File: src/rtl/rgals_pkg.sv
// Shared divisor type and helpers for the RGALS crossing scheduler.
package rgals_pkg;

   localparam int unsigned c_div_width = 8;

   typedef logic [c_div_width-1:0] div_t;

   // A programmed divisor of 0 behaves as 1 (tick every base cycle).
   function automatic logic [31:0] f_norm_div(input logic [31:0] i_div);
      return (i_div == '0) ? 32'd1 : i_div;
   endfunction

endpackage

File: src/rtl/rgals_sched_fifo.sv
// Per-direction message buffer; push/pop enables are pre-qualified by the parent.
module rgals_sched_fifo
   import rgals_pkg::*;
#(
   parameter int unsigned p_data_width = 32,
   parameter int unsigned p_depth      = 2
) (
   input  logic                    clk,
   input  logic                    i_rst_n,
   input  logic                    i_push,
   input  logic [p_data_width-1:0] i_data,
   input  logic                    i_pop,
   output logic                    o_full,
   output logic                    o_empty,
   output logic [p_data_width-1:0] o_head
);

   localparam int unsigned c_aw = $clog2(p_depth);
   localparam logic [c_aw:0] c_full = (c_aw+1)'(p_depth);

   logic [p_data_width-1:0] r_mem [p_depth];
   logic [c_aw-1:0]         r_wr_ptr;
   logic [c_aw-1:0]         r_rd_ptr;
   logic [c_aw:0]           r_count;

   assign o_full  = (r_count == c_full);
   assign o_empty = (r_count == '0);
   assign o_head  = r_mem[r_rd_ptr];

   always_ff @(posedge clk) begin
      if (i_push) begin
         r_mem[r_wr_ptr] <= i_data;
      end
   end

   always_ff @(posedge clk) begin
      if (!i_rst_n) begin
         r_wr_ptr <= '0;
         r_rd_ptr <= '0;
         r_count  <= '0;
      end else begin
         if (i_push) begin
            r_wr_ptr <= r_wr_ptr + 1'b1;
         end
         if (i_pop) begin
            r_rd_ptr <= r_rd_ptr + 1'b1;
         end
         case ({i_push, i_pop})
            2'b10:   r_count <= r_count + 1'b1;
            2'b01:   r_count <= r_count - 1'b1;
            default: r_count <= r_count;
         endcase
      end
   end

endmodule

File: src/rtl/rgals_sched_channel.sv
// RGALS crossing scheduler: divided-domain ticks, joint safe strobe and
// safe-cycle-gated bidirectional message buffers with runtime divisors.
module rgals_sched_channel
   import rgals_pkg::*;
#(
   parameter int unsigned p_data_width     = 32,
   parameter int unsigned p_depth          = 2,
   parameter int unsigned p_div_width      = c_div_width,
   parameter int unsigned p_div_left_init  = 3,
   parameter int unsigned p_div_right_init = 5
) (
   input  logic                    clk,
   input  logic                    reset_n,

   input  logic                    cfg_val,
   output logic                    cfg_rdy,
   input  logic [p_div_width-1:0]  cfg_div_left,
   input  logic [p_div_width-1:0]  cfg_div_right,

   output logic                    tick_left,
   output logic                    tick_right,
   output logic                    safe,

   input  logic                    l2r_enq_val,
   output logic                    l2r_enq_rdy,
   input  logic [p_data_width-1:0] l2r_enq_msg,
   output logic                    l2r_deq_val,
   input  logic                    l2r_deq_rdy,
   output logic [p_data_width-1:0] l2r_deq_msg,

   input  logic                    r2l_enq_val,
   output logic                    r2l_enq_rdy,
   input  logic [p_data_width-1:0] r2l_enq_msg,
   output logic                    r2l_deq_val,
   input  logic                    r2l_deq_rdy,
   output logic [p_data_width-1:0] r2l_deq_msg
);

   logic [p_div_width-1:0]  r_cnt_l;
   logic [p_div_width-1:0]  r_cnt_r;
   logic [p_div_width-1:0]  r_div_l;
   logic [p_div_width-1:0]  r_div_r;

   logic [p_div_width-1:0]  w_div_l;
   logic [p_div_width-1:0]  w_div_r;
   logic                    w_cfg_fire;

   logic                    w_l2r_full;
   logic                    w_l2r_empty;
   logic [p_data_width-1:0] w_l2r_head;
   logic                    w_l2r_push;
   logic                    w_l2r_pop;

   logic                    w_r2l_full;
   logic                    w_r2l_empty;
   logic [p_data_width-1:0] w_r2l_head;
   logic                    w_r2l_push;
   logic                    w_r2l_pop;

   assign w_div_l = p_div_width'(f_norm_div(32'(r_div_l)));
   assign w_div_r = p_div_width'(f_norm_div(32'(r_div_r)));

   // Every strobe and handshake output is held low while reset is asserted.
   assign tick_left  = reset_n && (r_cnt_l == '0);
   assign tick_right = reset_n && (r_cnt_r == '0);
   assign safe       = tick_left && tick_right;

   assign cfg_rdy    = safe && w_l2r_empty && w_r2l_empty;
   assign w_cfg_fire = cfg_val && cfg_rdy;

   assign l2r_enq_rdy = reset_n && !w_l2r_full;
   assign w_l2r_push  = l2r_enq_val && l2r_enq_rdy && tick_left;
   assign l2r_deq_val = safe && !w_l2r_empty;
   assign l2r_deq_msg = l2r_deq_val ? w_l2r_head : '0;
   assign w_l2r_pop   = l2r_deq_val && l2r_deq_rdy;

   assign r2l_enq_rdy = reset_n && !w_r2l_full;
   assign w_r2l_push  = r2l_enq_val && r2l_enq_rdy && tick_right;
   assign r2l_deq_val = safe && !w_r2l_empty;
   assign r2l_deq_msg = r2l_deq_val ? w_r2l_head : '0;
   assign w_r2l_pop   = r2l_deq_val && r2l_deq_rdy;

   always_ff @(posedge clk) begin
      if (!reset_n) begin
         r_cnt_l <= '0;
         r_cnt_r <= '0;
         r_div_l <= p_div_width'(p_div_left_init);
         r_div_r <= p_div_width'(p_div_right_init);
      end else if (w_cfg_fire) begin
         r_cnt_l <= '0;
         r_cnt_r <= '0;
         r_div_l <= cfg_div_left;
         r_div_r <= cfg_div_right;
      end else begin
         r_cnt_l <= (r_cnt_l >= w_div_l - 1'b1) ? '0 : r_cnt_l + 1'b1;
         r_cnt_r <= (r_cnt_r >= w_div_r - 1'b1) ? '0 : r_cnt_r + 1'b1;
      end
   end

   rgals_sched_fifo #(
      .p_data_width (p_data_width),
      .p_depth      (p_depth)
   ) u_l2r_fifo (
      .clk     (clk),
      .i_rst_n (reset_n),
      .i_push  (w_l2r_push),
      .i_data  (l2r_enq_msg),
      .i_pop   (w_l2r_pop),
      .o_full  (w_l2r_full),
      .o_empty (w_l2r_empty),
      .o_head  (w_l2r_head)
   );

   rgals_sched_fifo #(
      .p_data_width (p_data_width),
      .p_depth      (p_depth)
   ) u_r2l_fifo (
      .clk     (clk),
      .i_rst_n (reset_n),
      .i_push  (w_r2l_push),
      .i_data  (r2l_enq_msg),
      .i_pop   (w_r2l_pop),
      .o_full  (w_r2l_full),
      .o_empty (w_r2l_empty),
      .o_head  (w_r2l_head)
   );

endmodule

File: config.mk
export PLATFORM = sky130hd
export DESIGN_NAME = rgals_sched_channel
export DESIGN_NICKNAME = d
export VERILOG_FILES = /design/src/rtl/rgals_pkg.sv /design/src/rtl/rgals_sched_fifo.sv /design/src/rtl/rgals_sched_channel.sv
export SDC_FILE = /design/constraint.sdc
export NUM_CORES = 1
export LEC_CHECK = 0
export BUFFER_PORTS_ARGS = -buffer_cell sky130_fd_sc_hd__clkbuf_2
export CORE_MARGIN = 1
export CORE_UTILIZATION = 55
export DETAILED_ROUTE_END_ITERATION = 7
export PLACE_DENSITY = 0.81
export SETUP_SLACK_MARGIN = 0.5
export SLEW_MARGIN = 0
export SYNTH_ARGS = -nofsm -noshare
export SYNTH_HDL_FRONTEND = slang
export SYNTH_SLANG_ARGS = --single-unit
File: constraint.sdc
create_clock -name clk -period 5.4 [get_ports clk]
set_input_delay 1.35 -clock clk [delete_from_list [all_inputs] [get_ports clk]]
set_output_delay 1.35 -clock clk [all_outputs]
set_load 0.005 [all_outputs]
# Word level (Yosys, flattened, before mapping)
# Memory sizes are Yosys's and may differ from the RTL's. A register that Yosys moved wholly into a read port is not among the register bits.
# Cells that the tools add are included.
# totals
reg_bits	40
mem_bits_rw	128
mem_count	2
# op_classes
add_sub_neg	12
magnitude_cmp	2
n_eq_ne	6
muxes	14
n_bitwise	1
n_reduce_logical	30
# mem_list
memory	depth	width	read_ports	rd_clocked_by_memory_dff	write_ports	line	rtl
u_l2r_fifo.r_mem	2	32	1	1	1	rgals_sched_fifo.sv:21	logic [p_data_width-1:0] r_mem [p_depth];
u_r2l_fifo.r_mem	2	32	1	1	1	rgals_sched_fifo.sv:21	
# ops
operator	count
$mux W32	2
$logic_not A8 Y1	4
$add A8 B1 Y8 const B	2
$ge A8 B8 Y1	2
$logic_and A1 B1 Y1	16
$mux W8	2
$sub A8 B1 Y8 const B	2
$eq A2 B2 Y1 const B	4
$mux W1	8
$pmux W2 S2	2
$reduce_or A3 Y1	2
$add A1 B1 Y1 const B	4
$add A2 B1 Y2 const B	2
$eq A2 B1 Y1 const B	2
$logic_not A1 Y1	4
$logic_not A2 Y1	2
$reduce_bool A2 Y1	2
$sub A2 B1 Y2 const B	2
$not A1 Y1	1

# Longest topological paths before layout
# Gate-level depths: netlist of the first run.
# logic_depth
depth_word	7
mapped_depth	13
depth_no_buf	12

# Cells and area by module
# Synthesis of the first run repeated with hierarchy kept, for this count alone.
# hier_totals
cells_unflattened	548
hier_area_um2	7539.7
# by_module_without_submodules
mod	n_inst	cells_each	area_per_inst_um2	seq_area_each_um2
rgals_sched_fifo	2	122	2524.9	2021.9
rgals_sched_channel	1	304	2489.9	640.6

# Worst setup path before layout of the first run
# No wires, ideal clock.
# synth_timing
path_kind	input port to output port
from	input port reset_n
to	output port l2r_deq_msg[10]
arrival_ps	2519
required_time_ps	4050
slack_ps	1531
cell_stages	8
path_buffers	3
path_cell_list	buf_4 and4bb_2 nand4_4 inv_1 buf_4 o21ai_2 buf_2 nor2_1
# synth_between
elab_chain_len	4
elab_cells_between_ends	5
classes_between	mux: 1; reduce/logical: 4
# synth_rtl
item	line	rtl
start, declared	rgals_sched_channel.sv:13	input logic reset_n,
$logic_and A1 B1 Y1, on equally long branches	rgals_sched_channel.sv:64, rgals_sched_channel.sv:65	
$logic_and A1 B1 Y1 *	rgals_sched_channel.sv:66	assign safe = tick_left && tick_right;
$logic_and A1 B1 Y1 *	rgals_sched_channel.sv:73	assign l2r_deq_val = safe && !w_l2r_empty;
$mux W32 *	rgals_sched_channel.sv:74	assign l2r_deq_msg = l2r_deq_val ? w_l2r_head : '0;
end, declared	rgals_sched_channel.sv:29	output logic [p_data_width-1:0] l2r_deq_msg,
# Every way passes the cells marked *; elsewhere a longest branch is shown, timed or not.

# Worst setup path after layout of the first run
# layout_timing
from	input port reset_n
to	output port r2l_deq_msg[17]
# layout_between
elab_chain_len	4
elab_cells_between_ends	5
classes_between	mux: 1; reduce/logical: 4
# layout_rtl
item	line	rtl
$logic_and A1 B1 Y1, on equally long branches	rgals_sched_channel.sv:64, rgals_sched_channel.sv:65	
$logic_and A1 B1 Y1 *	rgals_sched_channel.sv:66	
$logic_and A1 B1 Y1 *	rgals_sched_channel.sv:79	assign r2l_deq_val = safe && !w_r2l_empty;
$mux W32 *	rgals_sched_channel.sv:80	assign r2l_deq_msg = r2l_deq_val ? w_r2l_head : '0;
end, declared	rgals_sched_channel.sv:36	output logic [p_data_width-1:0] r2l_deq_msg
# Marks and branches as above.

==> flow_metrics.env, run 1 <==
export IMPL_avgSynthCellArea_um2=13.04
export IMPL_finalWorstSetupSlack_ns=1.074
export IMPL_yosysSeqAreaShare=0.6498
export IMPL_slew_viol_final=0
export IMPL_worst_slew_pin_slew_ns=1.006
export IMPL_final_cell_mix="158 x clkbuf_2, 128 x edfxtp_1, 88 x nor2_1"
export IMPL_clk_insertion_delay_late_ns=0.43
export IMPL_fin_skew_ns=0.01100
export IMPL_worstSetupEndpointType="output port"
export IMPL_crit_end="r2l_deq_msg[17]"
export IMPL_port_buffers=158
export IMPL_vias=4756
export IMPL_clock_path_buffers=2
export IMPL_path_class="input pin to output port"
export IMPL_drt_initial_drc_count=223
export IMPL_overflow=0
export IMPL_r2r_cells=10
export IMPL_async_reset_ff_frac=0
export IMPL_worst_r2r_endpoint="r_cnt_l[2]"
export IMPL_ant_nets=0
export IMPL_final_common_cell="clkbuf_2"
export IMPL_yosysTopAreaCellShare=0.5331
export IMPL_critPathSlowestCell="and4bb_2"
export IMPL_first_global_vias=4485
export IMPL_status="completed"
export IMPL_grt_use_total=0.2086
export IMPL_hold_violations=0
export IMPL_worstPathArrival_ns=2.98
export IMPL_r2r_start="r_div_l[2]"
export IMPL_drt_vias_per_instance=5.290
export IMPL_period_needed_ns=4.326
export IMPL_drcViolationCount=0
export IMPL_antenna_cells=0
export IMPL_grt_max_degree=35
export IMPL_fin_setup_tns_ns=0
export IMPL_crit_fanout=33
export IMPL_cp_top_family="buffers and inverters"
export IMPL_crit_cells=8
export IMPL_routed_top_layer="met4"
export IMPL_core_um2=12720
export IMPL_rows=41
export IMPL_ys_warnings_count=0
export IMPL_maxSlewHeadroom=0.3290
export IMPL_gp_congestion=0.8066
export IMPL_first_pass_iters=5
export IMPL_post_route_cells_drive_above_1_share=0.2889
export IMPL_wl_met1_um=5701
export IMPL_cts_sinks=170
export IMPL_wl_per_cell_um=15.13
export IMPL_synth_ff_type="edfxtp_1"
export IMPL_rrSetupSlack_ns=2.16
export IMPL_power_density_nw_per_um2=348.4
export IMPL_rsz0062_at_grt="false"
export IMPL_synth_edf_count=128
export IMPL_cts_hold_buf=0
export IMPL_critPathMostFrequentCell="clkbuf_2"
export IMPL_layout_nets=825
export IMPL_dp_slack_ns=1.082
export IMPL_ir_worst_vdd_mv=0.2093
export IMPL_cts_tree="built"
export IMPL_cts_buffers=17
export IMPL_initial_core_util=0.5667
export IMPL_max_cap_violations=0
export IMPL_dp_hpwl_um=9389
export IMPL_synth_top_area_cell="edfxtp_1"
export IMPL_wl_um=13600
export IMPL_period_share=0.8011
export IMPL_cts_root_buffer="clkbuf_16"
export IMPL_dieWidth_um=116.5
export IMPL_syn_num_nets=664
export IMPL_syn2layout_area_growth_pct=21.43
export IMPL_synth_cell_type_count=38
export IMPL_clkTransAtPathRegs_ns=0.06
export IMPL_nFillCells=905
export IMPL_grt_antenna_before_repair=0
export IMPL_wl_met2_um=6678
export IMPL_syn_instance_count=553
export IMPL_clock_fmax_ghz=0.2312
export IMPL_cts_setup_buffers=0
export IMPL_die_area_um2=13570
export IMPL_htreeDepth=4
export IMPL_syn_area_um2=7209
export IMPL_final_setup_viol_count=0
export IMPL_ys_seq_elements=170
export IMPL_synth_area_leaders="edfxtp_1 53%, dfxtp_1 12%, mux2i_1 9.2%"
export IMPL_hold_class="register to register"
export IMPL_wl_met3_um=979
export IMPL_path_cells="clkbuf_2, and4bb_2, nand4_4, inv_1, o21ai_2, buf_4, nor2_1, clkbuf_2"
export IMPL_max_stage_delay_ns=0.33
export IMPL_grt_pass1_wl_um=21090
export IMPL_io_pins=159
export IMPL_die_h_um=116.5
export IMPL_ctsResizeCount=0
export IMPL_required_ns=4.05
export IMPL_crit_path_start_kind="input pin"
export IMPL_crit_buf_inv=4
export IMPL_p_leak_nw=3.295
export IMPL_cp_startpoint="reset_n"
[tightest hold or removal path, delay by kind of cell (launching register included)]
kind / cells / cell delay [ns]
flops: 1 / 0.31
simple gates: 1 / 0.07
mux: 1 / 0.06
[layout make-up]
cell class	instances	area, µm²	share of cell area
clock buffer	18	429.2	0.04902
clock inverter	14	147.6	0.01686
inverter	19	71.32	0.008146
multi-input combinational	341	2361	0.2697
sequential	170	4687	0.5354
tap	172	215.2	0.02458
timing repair buffer	165	843.3	0.09633
[worst min-delay path by stage]
stage	from	cells after the start	slack, ns	end
final	u_r2l_fifo.r_rd_ptr	2	0.48	register
after global placement	u_l2r_fifo.r_rd_ptr	2	0.47	register
after global routing	r_div_r[7]	2	0.50	r_div_r[7]
after floorplan	r_div_r[7]	2	0.45	r_div_r[7]
after CTS	u_r2l_fifo.r_rd_ptr	2	0.48	register
after detailed placement	u_r2l_fifo.r_rd_ptr	2	0.47	register
[synth_stat cells, types with 7 or more instances]
cell / count
a21oi_1: 14
mux2i_1: 66
dfxtp_1: 42
xor2_1: 13
inv_1: 19
ha_1: 24
nand3_1: 22
xnor2_1: 12
edfxtp_1: 128
or3_1: 7
o21ai_0: 21
nor3_1: 10
nor2_1: 90
clkbuf_1: 15
nand2_1: 15
[stage by stage]
step	total power [mW]	area (µm²)	hold WS [ns]	std cells	utilization
2_1_floorplan	1.780	7209	0.4499	553	-
4_1_cts	3.077	8755	0.4814	899	0.6881
6_report	3.050	8755	0.4818	899	0.6881
3_3_place_gp	1.884	8178	0.4708	867	0.6428
3_5_place_dp	1.907	8178	0.4731	867	0.6428
5_1_grt	3.186	8755	0.4991	899	0.6881
[per-layer routing]
metal,vias up,GRT usage
met1,2234,0.2536
li1,2334,-
met3,18,0.06279
met4,0,0.08889
met2,170,0.3460
met5,-,0
[sequential cells by signal, summed over array words and instances (netlist names), named ones only]
name / count
r_cnt_l: 8
u_r2l_fifo.r_count: 2
u_l2r_fifo.r_wr_ptr: 1
u_r2l_fifo.r_mem: 64
r_div_r: 8
u_r2l_fifo.r_wr_ptr: 1
u_l2r_fifo.r_count: 2
r_cnt_r: 8
u_l2r_fifo.r_mem: 64
u_l2r_fifo.r_rd_ptr: 1
u_r2l_fifo.r_rd_ptr: 1
r_div_l: 8
[where the power goes]
| part | internal (mW) | total, mW | switching (mW) |
|---|---|---|---|
| sequential | 1.49 | 1.55 | 0.0580 |
| clock | 0.682 | 1.17 | 0.490 |
| combinational | 0.140 | 0.332 | 0.192 |
| total | 2.31 | 3.05 | 0.740 |
[cells by family (layout without fill, tap and decap cells)]
logic type                 count (synthesis)  in the layout  synth area share
and+or+nand+nor                          177            177            0.1222
buffers and inverters                     42            216           0.02395
xor gates and xnor gates                  25             25           0.03037
DFF                                      170            170            0.6498
AOI/OAI and AO/OA                         49             49           0.04044
adders and majority gates                 24             24           0.04165
muxes                                     66             66           0.09163
Power figures use the tool's default switching activity.
==> inputs of run 2 (changes only) <==
- ABC_AREA: unset -> 1
- CORE_UTILIZATION: 55 -> 49
- PLACE_DENSITY: 0.81 -> 0.76
- clock period: 5.4 -> 3.7 ns (I/O delays scaled with it)
==> flow_metrics.env, run 2 <==
export IMPL_synth_mux_area_frac=0
export IMPL_path_cells="clkbuf_4, nand2_2, inv_2, nand2_2, nor2_4, nand2_4, nor2_8, buf_12, clkinv_8, a21oi_2, clkbuf_2"
export IMPL_grt_max_degree=34
export IMPL_crit_fanout=5
export IMPL_power_density_nw_per_um2=502.3
export IMPL_comb_power_share=0.151
export IMPL_async_reset_ff_frac=0
export IMPL_worstPathArrival_ns=2.22
export IMPL_slew_viol_final=0
export IMPL_crit_buf_inv=5
export IMPL_p_sw_mw=1.200
export IMPL_critPathSlowestCell="nor2_4"
export IMPL_drt_vias_per_instance=4.957
export IMPL_ys_seq_elements=170
export IMPL_gp_congestion=0.7921
export IMPL_worstSetupEndpointType="output port"
export IMPL_fin_skew_ns=0.01168
export IMPL_syn_num_nets=816
export IMPL_cts_tree="built"
export IMPL_fin_area_um2=9216
export IMPL_post_route_cells_drive_above_1_share=0.3210
export IMPL_critPathMostFrequentCell="nand2_2"
export IMPL_clkPwrFrac=0.365
export IMPL_synth_cell_type_count=26
export IMPL_wl_per_cell_um=14.63
export IMPL_synth_top_area_cell="edfxtp_1"
export IMPL_synth_simple_area_share=0.1753
export IMPL_period_needed_ns=3.149
export IMPL_grt_pass1_wl_um=24470
export IMPL_max_stage_delay_ns=0.20
export IMPL_grt_antenna_before_repair=0
export IMPL_rrSetupSlack_ns=0.99
export IMPL_io_pins=159
export IMPL_r2r_cells=16
export IMPL_finalWorstSetupSlack_ns=0.5512
export IMPL_drt_initial_drc_count=395
export IMPL_hold_violations=0
export IMPL_clock_fmax_ghz=0.3176
export IMPL_syn2layout_area_growth_pct=22.01
export IMPL_cts_sinks=170
export IMPL_initial_core_util=0.4987
export IMPL_final_cell_mix="193 x nand2_1, 157 x clkbuf_2, 128 x edfxtp_1"
export IMPL_clk_insertion_delay_late_ns=0.43
export IMPL_core_um2=15150
export IMPL_ys_top_cells_by_count="193 x nand2_1, 128 x edfxtp_1, 60 x nor2_1"
export IMPL_rsz0062_at_grt="false"
export IMPL_final_setup_viol_count=0
export IMPL_r2r_start="r_div_l[3]"
export IMPL_clock_path_buffers=2
export IMPL_grt_use_total=0.2009
export IMPL_final_common_cell="nand2_1"
export IMPL_first_pass_iters=5
export IMPL_avgSynthCellArea_um2=10.71
export IMPL_power_total_mw=4.630
export IMPL_crit_path_start_kind="input pin"
export IMPL_first_global_vias=5011
export IMPL_die_area_um2=15920
export IMPL_vias=5349
export IMPL_ant_nets=0
export IMPL_cp_top_family="simple AND/OR/NAND/NOR gates"
export IMPL_hold_class="register to register"
export IMPL_ys_warnings_count=0
export IMPL_antenna_cells=0
export IMPL_ir_worst_vdd_mv=0.3214
export IMPL_dp_hpwl_um=10620
export IMPL_maxSlewHeadroom=0.6350
export IMPL_hold_path_startpoint="u_r2l_fifo.r_count[1]"
export IMPL_cts_root_buffer="clkbuf_16"
export IMPL_yosysSeqAreaShare=0.6202
export IMPL_synth_most_common_cell="nand2_1"
export IMPL_htreeDepth=4
export IMPL_syn_instance_count=705
export IMPL_clkTransAtPathRegs_ns=0.06
export IMPL_dieWidth_um=126.2
export IMPL_worst_slew_pin_slew_ns=0.5462
export IMPL_drcViolationCount=0
export IMPL_path_class="input pin to output port"
export IMPL_die_h_um=126.2
export IMPL_dp_slack_ns=0.3348
export IMPL_synth_ff_type="edfxtp_1"
export IMPL_synth_top_family_by_area="simple AND/OR/NAND/NOR gates"
export IMPL_min_path_cells=2
export IMPL_status="completed"
export IMPL_top_regs="u_l2r_fifo.r_mem: 64 flops, u_r2l_fifo.r_mem: 64 flops"
export IMPL_yosysTopAreaCellShare=0.5089
export IMPL_placed_area_um2=8506
export IMPL_sw_frac_of_total=0.2591
export IMPL_crit_cells=11
export IMPL_period_share=0.8510
export IMPL_fin_setup_tns_ns=0
export IMPL_wl_um=15790
export IMPL_required_ns=2.77
export IMPL_seqPwrFrac=0.484
export IMPL_synth_edf_count=128
export IMPL_synth_area_leaders="edfxtp_1 51%, dfxtp_1 11%, nand2_1 9.6%"
export IMPL_synthXorXnorAreaFrac=0.02087
export IMPL_holdWs_ns=0.4896
export IMPL_syn_area_um2=7553
export IMPL_yosys_area_share_adder=0.03975
export IMPL_port_buffers=158
export IMPL_overflow=0
export IMPL_internal_power_mw=3.430
export IMPL_cts_buffers=17
export IMPL_max_cap_violations=0
export IMPL_synth_compound_area_share=0.09210
export IMPL_rows=45
export IMPL_layout_nets=989
export IMPL_p_leak_nw=3.898
export IMPL_worst_r2r_endpoint="r_cnt_l[0]"
export IMPL_whs_endpoint="u_r2l_fifo.r_count[1]"
run 2: cell count changes after synthesis, moves of 6 or more:
cell     change
or3_1        -7
a21oi_2     +58
mux2i_1     -66
a21oi_1      +7
nor3_1       +8
buf_6        +8
nor2_1      -30
and3_1       -6
nand2_2      +6
inv_1       +36
o21ai_0      -9
nand2_1    +178
run 2: cell families (layout without fill, tap and decap cells):
logic type / Yosys count / in the layout
adder cells (fa/ha/maj): 24 / 24
AND/OR/NAND/NOR: 314 / 314
flip-flops: 170 / 170
AO/OA/AOI/OAI: 94 / 94
buffers and inverters: 85 / 271
XOR/XNOR: 18 / 18
run 2: metal layers:
metal  share of wire  GRT usage  vias to the layer above
li1                -          -                     2714
met1            0.45     0.2497                     2484
met2            0.49     0.3370                      129
met3           0.045    0.04843                       22
met4           0.019    0.08221                        0
met5               0          0                        -
run 2: cell type report:
type                    count  area [µm²]
clock buffers              24       493.0
clock inverters             8       70.07
fillers                  1272        5929
inverters                  58       235.2
multi-input cells         450        2491
flip-flops and latches    170        4684
well taps                 188       235.2
repair buffers            178       980.9
repair inverters            3       26.28
run 2: power by group through the flow:
stage / Sequential (mW) / Clock (mW) / Combinational [mW]
after floorplan: 2.27 / 0 / 0.465
after CTS: 2.24 / 1.71 / 0.679
after global placement: 2.28 / 0 / 0.648
after global routing: 2.26 / 1.80 / 0.795
after detailed placement: 2.28 / 0 / 0.665
final: 2.24 / 1.69 / 0.700
run 2: worst reg2reg max path, delay by kind of cell (launching register included):
kind / cells / cell delay [ns]
flip-flops: 1 / 0.31
buffers and inverters: 3 / 0.22
AO/OA/AOI/OAI: 2 / 0.30
adder cells (fa/ha/maj): 2 / 0.47
XOR/XNOR: 1 / 0.15
AND/OR/NAND/NOR: 8 / 1.19
run 2: how the worst max path moves through the flow:
stage,from,endpoint
floorplan,reset_n,u_r2l_fifo.r_mem[0][0]
global placement,reset_n,r2l_deq_msg[27]
detailed placement,reset_n,r2l_deq_msg[27]
CTS,reset_n,l2r_deq_msg[1]
global route,reset_n,r2l_deq_msg[11]
finish,reset_n,r2l_deq_msg[27]
run 2: stage by stage:
stage	cells	util
after floorplan	705	-
after global placement	1036	0.5616
after detailed placement	1036	0.5616
after CTS	1068	0.5993
after global routing	1079	0.6085
final	1079	0.6085
run 2: what timing repair did:
item	CTS	global route
pin swaps	0	1
hold buffers	0	0
endpoints found under the setup margin	64	45
setup buffers	0	8
cloned	0	3
gates resized for setup	3	6
